### config.mk
export PLATFORM = sky130hd
export DESIGN_NAME = pixel_stream_framer_flat
export DESIGN_NICKNAME = d
export VERILOG_FILES = /design/src/rtl/pixel_stream_framer_pkg.sv /design/src/rtl/pixel_stream_framer_if.sv /design/src/rtl/pixel_stream_framer_fifo.sv /design/src/rtl/pixel_stream_framer.sv /design/src/flat_wrapper.sv
export SDC_FILE = /design/constraint.sdc
export NUM_CORES = 1
export LEC_CHECK = 0
export BUFFER_PORTS_ARGS = -buffer_cell sky130_fd_sc_hd__buf_2
export CAP_MARGIN = 20
export CORE_ASPECT_RATIO = 1.4
export CORE_MARGIN = 3
export CORE_UTILIZATION = 60
export DETAILED_ROUTE_END_ITERATION = 12
export GPL_ROUTABILITY_DRIVEN = 0
export HOLD_SLACK_MARGIN = 0.08
export PLACE_DENSITY = 0.78
export SETUP_SLACK_MARGIN = 0.5
export SYNTH_ARGS = -nofsm -noshare
export SYNTH_HDL_FRONTEND = slang
export SYNTH_SLANG_ARGS = --single-unit
### constraint.sdc
create_clock -name clk -period 7.1 [get_ports clk]
set_input_delay 0.355 -clock clk [delete_from_list [all_inputs] [get_ports clk]]
set_output_delay 0.355 -clock clk [all_outputs]
set_load 0.01 [all_outputs]
### src/rtl/pixel_stream_framer_pkg.sv
// Shared definitions for the pixel stream framer: FSM encoding, FIFO entry layout
// and the default buffer depth.
package pixel_stream_framer_pkg;

    typedef enum logic [1:0] {
        ST_IDLE   = 2'd0,
        ST_ACTIVE = 2'd1,
        ST_DRAIN  = 2'd2
    } state_t;

    localparam int DEPTH_DEFAULT = 16;

    // Entry layout, MSB first: {sof, eol, eof, rgb[23:0]}
    localparam int RGB_W   = 24;
    localparam int RGB_LSB = 0;
    localparam int EOF_BIT = 24;
    localparam int EOL_BIT = 25;
    localparam int SOF_BIT = 26;
    localparam int ENTRY_W = 27;

    function automatic logic [ENTRY_W-1:0] pack_entry(
        input logic             sof,
        input logic             eol,
        input logic             eof,
        input logic [RGB_W-1:0] rgb
    );
        return {sof, eol, eof, rgb};
    endfunction

endpackage

### src/rtl/pixel_stream_framer_if.sv
// Pixel handshake bundle: upstream pixels in, tagged pixels out to the display side.
interface pixel_stream_framer_if;
    import pixel_stream_framer_pkg::*;

    logic [RGB_W-1:0] in_rgb;
    logic             in_valid;
    logic             in_ready;
    logic [RGB_W-1:0] out_rgb;
    logic             out_valid;
    logic             out_ready;
    logic             out_sof;
    logic             out_eol;
    logic             out_eof;

    modport master (
        output in_rgb, in_valid, out_ready,
        input  in_ready, out_rgb, out_valid, out_sof, out_eol, out_eof
    );

    modport slave (
        input  in_rgb, in_valid, out_ready,
        output in_ready, out_rgb, out_valid, out_sof, out_eol, out_eof
    );

endinterface

### src/rtl/pixel_stream_framer_fifo.sv
// Synchronous first-word-fall-through FIFO; head entry is presented whenever not empty.
module sync_fwft_fifo #(
    parameter int WIDTH = 27,
    parameter int DEPTH = 16
) (
    input  logic                   clk,
    input  logic                   rst,
    input  logic                   wr_en,
    input  logic [WIDTH-1:0]       wr_data,
    input  logic                   rd_en,
    output logic [WIDTH-1:0]       rd_data,
    output logic                   empty,
    output logic [$clog2(DEPTH):0] count
);
    localparam int AW = $clog2(DEPTH);
    localparam logic [AW:0]   FULL_COUNT = (AW+1)'(DEPTH);
    localparam logic [AW:0]   CNT_ZERO   = {(AW+1){1'b0}};
    localparam logic [AW:0]   CNT_ONE    = (AW+1)'(1'b1);
    localparam logic [AW-1:0] PTR_ZERO   = {AW{1'b0}};
    localparam logic [AW-1:0] PTR_ONE    = AW'(1'b1);

    logic [WIDTH-1:0] mem_r [DEPTH];
    logic [AW-1:0]    wr_ptr_r;
    logic [AW-1:0]    rd_ptr_r;
    logic [AW:0]      count_r;
    logic             push_s;
    logic             pop_s;

    // Overflow and underflow are refused here as a second line of defence.
    assign push_s  = wr_en && (count_r != FULL_COUNT);
    assign pop_s   = rd_en && (count_r != CNT_ZERO);
    assign empty   = (count_r == CNT_ZERO);
    assign count   = count_r;
    assign rd_data = empty ? {WIDTH{1'b0}} : mem_r[rd_ptr_r];

    // Storage array, no reset: a slot is only read after it has been written.
    always_ff @(posedge clk) begin
        if (push_s) begin
            mem_r[wr_ptr_r] <= wr_data;
        end
    end

    // Pointer and occupancy tracking.
    always_ff @(posedge clk) begin
        if (rst) begin
            wr_ptr_r <= PTR_ZERO;
            rd_ptr_r <= PTR_ZERO;
            count_r  <= CNT_ZERO;
        end else begin
            if (push_s) begin
                wr_ptr_r <= wr_ptr_r + PTR_ONE;
            end
            if (pop_s) begin
                rd_ptr_r <= rd_ptr_r + PTR_ONE;
            end
            case ({push_s, pop_s})
                2'b10:   count_r <= count_r + CNT_ONE;
                2'b01:   count_r <= count_r - CNT_ONE;
                default: count_r <= count_r;
            endcase
        end
    end

endmodule

### src/rtl/pixel_stream_framer.sv
// Tags an incoming pixel stream with sof/eol/eof using frame dimensions latched at
// frame start, and buffers tagged pixels towards the display driver.
module pixel_stream_framer
    import pixel_stream_framer_pkg::*;
#(
    parameter int DEPTH = DEPTH_DEFAULT,
    parameter int DIM_W = 12
) (
    input  logic                   clk,
    input  logic                   rst,
    pixel_stream_framer_if.slave   bus,
    input  logic [DIM_W-1:0]       frame_width,
    input  logic [DIM_W-1:0]       frame_height,
    output logic [$clog2(DEPTH):0] fill_level,
    output logic                   frame_done,
    output logic                   busy
);
    localparam int FILL_W = $clog2(DEPTH) + 1;
    localparam logic [FILL_W-1:0] FULL_LEVEL = FILL_W'(DEPTH);
    localparam logic [FILL_W-1:0] FILL_ONE   = FILL_W'(1'b1);
    localparam logic [DIM_W-1:0]  DIM_ZERO   = {DIM_W{1'b0}};
    localparam logic [DIM_W-1:0]  DIM_ONE    = DIM_W'(1'b1);

    state_t              state_r, state_next_s;
    logic [DIM_W-1:0]    w_r, h_r, x_r, y_r;
    logic [DIM_W-1:0]    w_next_s, h_next_s, x_next_s, y_next_s;
    logic [DIM_W-1:0]    cur_w_s, cur_h_s, cur_x_s, cur_y_s;
    logic                sof_s, eol_s, eof_s;
    logic                accept_s, pop_s;
    logic                in_ready_r, in_ready_next_s;
    logic                frame_done_r, frame_done_next_s;
    logic                busy_r;
    logic [ENTRY_W-1:0]  wr_entry_s, rd_entry_s;
    logic                fifo_empty_s;
    logic [FILL_W-1:0]   count_s, count_next_s;

    assign accept_s   = bus.in_valid && in_ready_r;
    assign pop_s      = bus.out_ready && !fifo_empty_s;
    assign wr_entry_s = pack_entry(sof_s, eol_s, eof_s, bus.in_rgb);

    sync_fwft_fifo #(
        .WIDTH (ENTRY_W),
        .DEPTH (DEPTH)
    ) u_fifo (
        .clk     (clk),
        .rst     (rst),
        .wr_en   (accept_s),
        .wr_data (wr_entry_s),
        .rd_en   (pop_s),
        .rd_data (rd_entry_s),
        .empty   (fifo_empty_s),
        .count   (count_s)
    );

    assign bus.in_ready  = in_ready_r;
    assign bus.out_valid = !fifo_empty_s;
    assign bus.out_rgb   = rd_entry_s[RGB_LSB +: RGB_W];
    assign bus.out_sof   = rd_entry_s[SOF_BIT];
    assign bus.out_eol   = rd_entry_s[EOL_BIT];
    assign bus.out_eof   = rd_entry_s[EOF_BIT];
    assign fill_level    = count_s;
    assign frame_done    = frame_done_r;
    assign busy          = busy_r;

    // Position and tags of the pixel offered this cycle; in IDLE it opens a new frame.
    always_comb begin
        cur_w_s = w_r;
        cur_h_s = h_r;
        cur_x_s = x_r;
        cur_y_s = y_r;
        if (state_r == ST_IDLE) begin
            cur_w_s = (frame_width  == DIM_ZERO) ? DIM_ONE : frame_width;
            cur_h_s = (frame_height == DIM_ZERO) ? DIM_ONE : frame_height;
            cur_x_s = DIM_ZERO;
            cur_y_s = DIM_ZERO;
        end else begin
            cur_w_s = w_r;
            cur_h_s = h_r;
        end
        sof_s = (state_r == ST_IDLE);
        eol_s = (cur_x_s == (cur_w_s - DIM_ONE));
        eof_s = eol_s && (cur_y_s == (cur_h_s - DIM_ONE));
    end

    // Next state, raster counters, occupancy and handshake outputs.
    always_comb begin
        state_next_s      = state_r;
        w_next_s          = w_r;
        h_next_s          = h_r;
        x_next_s          = x_r;
        y_next_s          = y_r;
        frame_done_next_s = 1'b0;
        count_next_s      = count_s;
        case (state_r)
            ST_IDLE, ST_ACTIVE: begin
                if (accept_s) begin
                    w_next_s = cur_w_s;
                    h_next_s = cur_h_s;
                    if (eol_s) begin
                        x_next_s = DIM_ZERO;
                        y_next_s = cur_y_s + DIM_ONE;
                    end else begin
                        x_next_s = cur_x_s + DIM_ONE;
                        y_next_s = cur_y_s;
                    end
                    state_next_s = eof_s ? ST_DRAIN : ST_ACTIVE;
                end else begin
                    state_next_s = state_r;
                end
            end
            ST_DRAIN: begin
                // The eof entry is the last one queued, so its pop ends the frame.
                if (pop_s && rd_entry_s[EOF_BIT]) begin
                    state_next_s      = ST_IDLE;
                    frame_done_next_s = 1'b1;
                end else begin
                    state_next_s = ST_DRAIN;
                end
            end
            default: begin
                state_next_s = ST_IDLE;
            end
        endcase
        case ({accept_s, pop_s})
            2'b10:   count_next_s = count_s + FILL_ONE;
            2'b01:   count_next_s = count_s - FILL_ONE;
            default: count_next_s = count_s;
        endcase
        in_ready_next_s = (state_next_s != ST_DRAIN) && (count_next_s != FULL_LEVEL);
    end

    // State register and registered status outputs.
    always_ff @(posedge clk) begin
        if (rst) begin
            state_r      <= ST_IDLE;
            w_r          <= DIM_ZERO;
            h_r          <= DIM_ZERO;
            x_r          <= DIM_ZERO;
            y_r          <= DIM_ZERO;
            in_ready_r   <= 1'b0;
            frame_done_r <= 1'b0;
            busy_r       <= 1'b0;
        end else begin
            state_r      <= state_next_s;
            w_r          <= w_next_s;
            h_r          <= h_next_s;
            x_r          <= x_next_s;
            y_r          <= y_next_s;
            in_ready_r   <= in_ready_next_s;
            frame_done_r <= frame_done_next_s;
            busy_r       <= (state_next_s != ST_IDLE);
        end
    end

endmodule

### src/flat_wrapper.sv
// flat-port wrapper written by rule: the top's interface ports become plain ports
module pixel_stream_framer_flat import pixel_stream_framer_pkg::*;
#(
    parameter int DEPTH = DEPTH_DEFAULT,
    parameter int DIM_W = 12
)
  (clk, rst, frame_width, frame_height, fill_level, frame_done, busy, bus_in_rgb, bus_in_valid, bus_out_ready, bus_in_ready, bus_out_rgb, bus_out_valid, bus_out_sof, bus_out_eol, bus_out_eof);
  pixel_stream_framer_if bus_i ();
  input  logic clk;
  input  logic rst;
  input  logic [DIM_W-1:0] frame_width;
  input  logic [DIM_W-1:0] frame_height;
  output logic [$clog2(DEPTH):0] fill_level;
  output logic frame_done;
  output logic busy;
  input wire logic [$bits(bus_i.in_rgb)-1:0] bus_in_rgb;
  input wire logic [$bits(bus_i.in_valid)-1:0] bus_in_valid;
  input wire logic [$bits(bus_i.out_ready)-1:0] bus_out_ready;
  output wire logic [$bits(bus_i.in_ready)-1:0] bus_in_ready;
  output wire logic [$bits(bus_i.out_rgb)-1:0] bus_out_rgb;
  output wire logic [$bits(bus_i.out_valid)-1:0] bus_out_valid;
  output wire logic [$bits(bus_i.out_sof)-1:0] bus_out_sof;
  output wire logic [$bits(bus_i.out_eol)-1:0] bus_out_eol;
  output wire logic [$bits(bus_i.out_eof)-1:0] bus_out_eof;
  assign bus_i.in_rgb = bus_in_rgb;
  assign bus_i.in_valid = bus_in_valid;
  assign bus_i.out_ready = bus_out_ready;
  assign bus_in_ready = bus_i.in_ready;
  assign bus_out_rgb = bus_i.out_rgb;
  assign bus_out_valid = bus_i.out_valid;
  assign bus_out_sof = bus_i.out_sof;
  assign bus_out_eol = bus_i.out_eol;
  assign bus_out_eof = bus_i.out_eof;
  pixel_stream_framer #(.DEPTH(DEPTH), .DIM_W(DIM_W)) u_core (.clk(clk), .rst(rst), .bus(bus_i), .frame_width(frame_width), .frame_height(frame_height), .fill_level(fill_level), .frame_done(frame_done), .busy(busy));
endmodule
-- Word level (Yosys, flattened, before mapping)
Memories as Yosys holds them, arrays and structs flattened. A register that Yosys moved wholly into a read port is not among the register bits.
Cells that the tools add are included.
W data, S select, Z words.
- bits in registers: 66
- bits in writable memories: 432
- word-level logic and storage cells: 70
- memories kept: 1
- add/subtract/negate cells: 8
- equality and inequality tests: 11
- muxes and demuxes: 20
- bitwise logic cells: 1
- reduce and logical (&&, ||, !) cells: 18
- memories (memory ; depth ; bits a word ; rd ports ; clocked after memory_dff ; wr ports ; line ; text):
    u_core.u_fifo.mem_r ; 16 ; 27 ; 1 ; 1 ; 1 ; pixel_stream_framer_fifo.sv:22 ; logic [WIDTH-1:0] mem_r [DEPTH];
- operators by type and width (operator ; count):
    $mux W12 ; 8
    $mux W27 ; 1
    $add A12 B1 Y12 const B ; 2
    $eq A12 B12 Y1 ; 2
    $logic_not A12 Y1 ; 2
    $sub A12 B1 Y12 const B ; 2
    $pmux W5 S2 ; 2
    $ne A5 B5 Y1 const B ; 2
    $add A4 B1 Y4 const B ; 2
    $mux W4 ; 2
    $logic_and A1 B1 Y1 ; 7
    $eq A2 B1 Y1 const B ; 3
    $eq A2 B2 Y1 const B ; 3
    $mux W2 ; 3
    $add A5 B1 Y5 const B ; 1
    $logic_not A5 Y1 ; 1
    $reduce_bool A5 Y1 ; 1
    $sub A5 B1 Y5 const B ; 1
    $pmux W2 S2 ; 1
    $reduce_bool A2 Y1 ; 2
    $reduce_or A2 Y1 ; 2
    $mux W1 ; 3
    $logic_not A2 Y1 ; 1
    $ne A2 B2 Y1 const B ; 1
    other kinds (3) ; 3

-- Logic depth before layout (Yosys ltp)
- depth after elaboration: 11
- gate-level depth with buffers: 20

-- Hierarchy
A second synthesis with hierarchy kept.
- cell total of the unflattened synthesis: 1260
- area total of the unflattened synthesis: 21160.3 µm²
- by module, submodules not included (module ; times used ; cells an instance ; area an instance (µm²) ; seq. area each (µm²)):
    sync_fwft_fifo ; 1 ; 753 ; 17461.7 ; 13312.8
    pixel_stream_framer ; 1 ; 507 ; 3698.5 ; 1061.0

-- Worst setup path after synthesis
Ideal clock, no wire load.
- path kind: flip-flop to flip-flop
- start point: register u_core.state_r[1]
- end point: memory u_core.u_fifo.mem_r[0][24] (data pin)
- arrival time: 4.866 ns
- slack: 2.022 ns
- cell stages (with the launch flop): 18
- buffers on the path: 6
- clock period less this slack: 5.078 ns
- path through: dfxtp_1 clkbuf_1 or2_1 buf_2 inv_2 buf_2 clkbuf_1 buf_1 clkbuf_1 mux2i_1 ha_1 o2bb2ai_1 a21oi_1 o21ai_0 a221o_1 nor2_1 nor4bb_1 and3_1
- cells in the longest elaborated chain, start to end: 5
- RTL lines (what ; line ; text):
    from (decl) ; pixel_stream_framer.sv:24 ; state_t state_r, state_next_s;
    from (signal assigned) ; pixel_stream_framer.sv:144 ; state_r <= state_next_s;
    $logic_not A2 Y1 (*) ; n/a ;
    named net u_core.sof_s ; pixel_stream_framer.sv:28 ; logic sof_s, eol_s, eof_s;
    $mux W12 ; pixel_stream_framer.sv:71 ; if (state_r == ST_IDLE) begin
    $sub A12 B1 Y12 ; pixel_stream_framer.sv:81 ; eol_s = (cur_x_s == (cur_w_s - DIM_ONE));
    $eq A12 B12 Y1 (*) ; pixel_stream_framer.sv:81 ;
    named net u_core.eol_s ; pixel_stream_framer.sv:28 ;
    $logic_and A1 B1 Y1 (*) ; pixel_stream_framer.sv:82 ; eof_s = eol_s && (cur_y_s == (cur_h_s - DIM_ONE));
    named net u_core.eof_s ; pixel_stream_framer.sv:28 ;
    to (decl) ; pixel_stream_framer_fifo.sv:22 ;
Mark *: on every way through the listed nets, which the timed path passes. The rest lies on a longest branch.

-- Worst setup path in the final report
- start point: register u_core.state_r[0]
- end point: register u_core.y_r[7]
- cells in the longest elaborated chain, start to end: 5
- RTL lines (what ; line ; text):
    $logic_not A2 Y1 ; pixel_stream_framer.sv:71, pixel_stream_framer.sv:94 ;
    $mux W12 ; pixel_stream_framer.sv:71 ;
    $sub A12 B1 Y12 ; pixel_stream_framer.sv:81 ;
    $eq A12 B12 Y1 ; pixel_stream_framer.sv:81 ;
    $mux W12 ; pixel_stream_framer.sv:99 ; if (eol_s) begin
    to (signal assigned) ; pixel_stream_framer.sv:148 ; y_r <= y_next_s;
    to (decl) ; pixel_stream_framer.sv:25 ; logic [DIM_W-1:0] w_r, h_r, x_r, y_r;
Parallel ways exist; a longest one is shown, timed or not.
A chain may end at the register's enable or synchronous reset.

==> results.cfg <==
[setup_path]
rrSetupSlack_ns = 2.62
cp_slowest_stage_delay_ns = 0.68
crit_slowest_cell = inv_2
crit_top_cell = o21ai_0
cp_cell_sequence = or2_1 -> inv_2 -> o21ai_0 -> ha_1 -> o2bb2ai_1 -> a21oi_1 -> o21ai_0 -> a221o_1 -> or3b_4 -> nor4_4 -> nand4_1 -> mux2_1
crit_arrival_ns = 4.91
worstSetupStartpointType = flop
r2r-end = u_core.y_r[7]$_SDFFE_PP0P_
critical_path_class = flop to flop
worstRegToRegCells = 12
cp.depth = 12
critPathCaptureType = flop
critPathTopFamily = simple AND/OR/NAND/NOR gates
critPathBufInv = 1
cp-startpoint = u_core.state_r[0]$_SDFF_PP0_
crit_fanout = 59
worstPathRequired_ns = 7.52
regToRegStartpoint = u_core.state_r[0]$_SDFF_PP0_
crit_end = u_core.y_r[7]$_SDFFE_PP0P_

[routing]
final_antenna_net_count = 0
via_count = 11840
avgViaCountPerCell = 6.421
drc = 0
routed_wl_um = 47820
dr.pass1.iters = 5
wl_per_cell_um = 25.93
drt_iter0_drc = 1071

[job]
cap_violations = 0

[place]
placed_area_sq_um = 22070
dp_hpwl_um = 25540
io_buffer_count = 87
placedCellCount = 1743

[floorplan]
initial_utilization_pct = 61.17
num_rows = 80
die_area_sq_um = 37310
die_h_um = 227.4
die_w_um = 164.1
io_pins = 88
core_area_sq_um = 34330

[yosys]
avgSynthCellArea_sq_um = 16.81
yosysWarnings = 0
syn_area_sq_um = 21000
postSynth.asyncResetShare_pct = 0
ys_ff_latch = 502
syn_nets = 1315
synth-edff-count = 432
ys_types = 64
synthCells = 1249
seq_area_frac_synth_pct = 68.45
ys.flop_type = edfxtp_1

[timing]
finalSetupViolations = 0
finalCritPeriodShare_pct = 63.13
slew_violations = 0
max_slew_margin_pct = 29.35
tightest_slew_ns = 1.060
grt_setup_unrepaired = no
fmax_mhz = 223.1
fin_crit_ns = 4.482
tns_ns = 0
hold_viol = 0
fin_skew_ns = 0.03371

[cells_and_area]
final_layout_size_suffix_gt1_share_pct = 25.76
syn_to_final_growth_pct = 13.33
layout.nets = 1420
final_area_sq_um = 23800
utilization_pct = 69.32
layout.cells.non_filler = 1844

[cts]
cts_resized = 0
clock_latency_ns = 0.57
cts.sink_count = 502
cts_max_level = 2
cts_tree = built
clock_path_buffers = 3
path_clk_slew_ns = 0.06
cts_made_buffers = 45
root_buffer = clkbuf_16

[global_route]
grt_pass1_vias = 12160
antenna_found_initial = 4
grt_pass1_wl_um = 73390
gr-total-overflow = 0
track_usage_pct = 26.58
grt_max_degree = 109

[pwr]
p_leak_nw = 7.745
p_per_area_nw_per_um2 = 305.9
vdd.ir_drop.worst_v = 0.0002371

[hold_path]
min_path_type = input pin to flop

[outcome]
status = completed
-- cell usage after synthesis, drive strengths merged, types with 18 or more instances --
cell / count / area, sq um
a21oi: 56 / 284.0
and2: 35 / 219.0
buf: 26 / 112.6
clkbuf: 44 / 165.2
dfxtp: 70 / 1401
edfxtp: 432 / 12970
mux4: 135 / 3040
nand2: 84 / 315.3
nor2: 75 / 281.5
nor3: 29 / 156.4
o21ai: 24 / 120.1
xnor2: 31 / 271.5
xor2: 18 / 157.7
-- stage by stage --
stage               setup slack, ns  hold WS [ns]  total power, mW
floorplan                     2.022        0.4481            4.336
global placement              2.747        0.4566            4.739
detailed placement            2.668        0.4616            4.758
CTS                           2.645       0.08329            7.336
global route                  2.170        0.1158            7.537
finish                        2.618       0.09776            7.280
-- logic make-up (layout without fill, tap and decap cells) --
kind of cell    count (synthesis)  in the layout  share of synthesized area [%]
flops                         502            502                          68.45
simple gates                  316            316                          7.674
mux                           160            160                          15.82
compound gates                127            127                          3.664
buf+inv                        81            222                          1.519
xor+xnor                       49             49                          2.044
fa+ha+maj                      14             14                         0.8341
other cells                     0              3                              0
-- worst min-delay path by stage --
stage,start,depth (start not counted),endpoint
2_1_floorplan,u_core.h_r[11]$_SDFFE_PP0P_,2,u_core.h_r[11]$_SDFFE_PP0P_
3_3_place_gp,u_core.h_r[11]$_SDFFE_PP0P_,2,u_core.h_r[11]$_SDFFE_PP0P_
3_5_place_dp,u_core.w_r[11]$_SDFFE_PP0P_,2,u_core.w_r[11]$_SDFFE_PP0P_
4_1_cts,frame_width[3],3,u_core.w_r[3]$_SDFFE_PP0P_
5_1_grt,frame_height[3],3,u_core.h_r[3]$_SDFFE_PP0P_
6_report,frame_width[7],3,u_core.w_r[7]$_SDFFE_PP0P_
-- sequential cells by signal, indices dropped and copies added (netlist names), named ones only --
signal	count
u_core.u_fifo.count	5
u_core.y_r	12
u_core.busy	1
u_core.u_fifo.rd_ptr_r	4
u_core.bus.in_ready	1
u_core.u_fifo.mem_r	432
u_core.frame_done	1
u_core.state_r	2
u_core.h_r	12
u_core.u_fifo.wr_ptr_r	4
u_core.w_r	12
u_core.x_r	12
-- power by group --
part / total (mW) / leakage, nW / switching, mW / internal [mW]
Sequential: 3.32 / 4.47 / 0.0659 / 3.25
Combinational: 1.37 / 2.51 / 0.710 / 0.663
Clock: 2.59 / 0.768 / 1.08 / 1.50
Total: 7.28 / 7.75 / 1.86 / 5.42
-- what timing repair did --
item	4_1_cts	5_1_grt
hold buffers	15	0
setup buffers	0	0
endpoints found under the hold margin	15	0
setup endpoints to repair	0	0
-- layout make-up --
cell class	instances	area [sq um]
flip-flops and latches	502	14380
fillers	2141	10530
multi-input cells	666	6424
clock buffers	50	1186
repair buffers	128	805.8
well taps	451	564.3
clock inverters	33	386.6
inverters	11	41.29
diodes	3	7.507
-- layout by cell type (no fill, tap or decap), types with 5 or more instances in the layout --
master,Yosys,layout
clkinv_1,0,9
nor3_1,28,24
inv_1,10,10
dlygate4sd3_1,0,15
xnor2_1,31,31
and2_1,35,35
o21ai_0,24,24
a21oi_1,55,55
nor2_1,75,63
mux2_1,5,5
ha_1,14,14
mux2i_1,15,15
mux4_2,135,135
buf_4,0,24
bufinv_16,0,8
clkbuf_16,0,46
mux2_4,5,5
xor2_1,18,18
clkinv_2,0,9
or3_1,8,8
nand3_1,14,14
buf_2,6,87
nand2_1,84,84
a211oi_1,6,6
a22oi_1,5,5
nand4_1,13,13
edfxtp_1,432,432
a31oi_1,11,11
nor2_4,0,12
dfxtp_1,70,66
and3_1,16,16
nand2b_1,7,7
-- routing by layer --
layer	GRT usage, %	wire length (um)	vias up
li1	-	-	5144
met2	45.90	25460	557
met1	34.07	17250	6012
met5	0	13	-
met3	4.059	3262	126
met4	10.81	1844	2
-- worst register-to-register path, cell delays in order (launching register included) --
cell and delay, ns:
dfxtp_1 0.49, or2_1 0.32, inv_2 0.68, o21ai_0 0.21, ha_1 0.37, o2bb2ai_1 0.13
a21oi_1 0.10, o21ai_0 0.09, a221o_1 0.33, or3b_4 0.43, nor4_4 0.66, nand4_1 0.21
mux2_1 0.35
(Power assumes the default switching activity.)
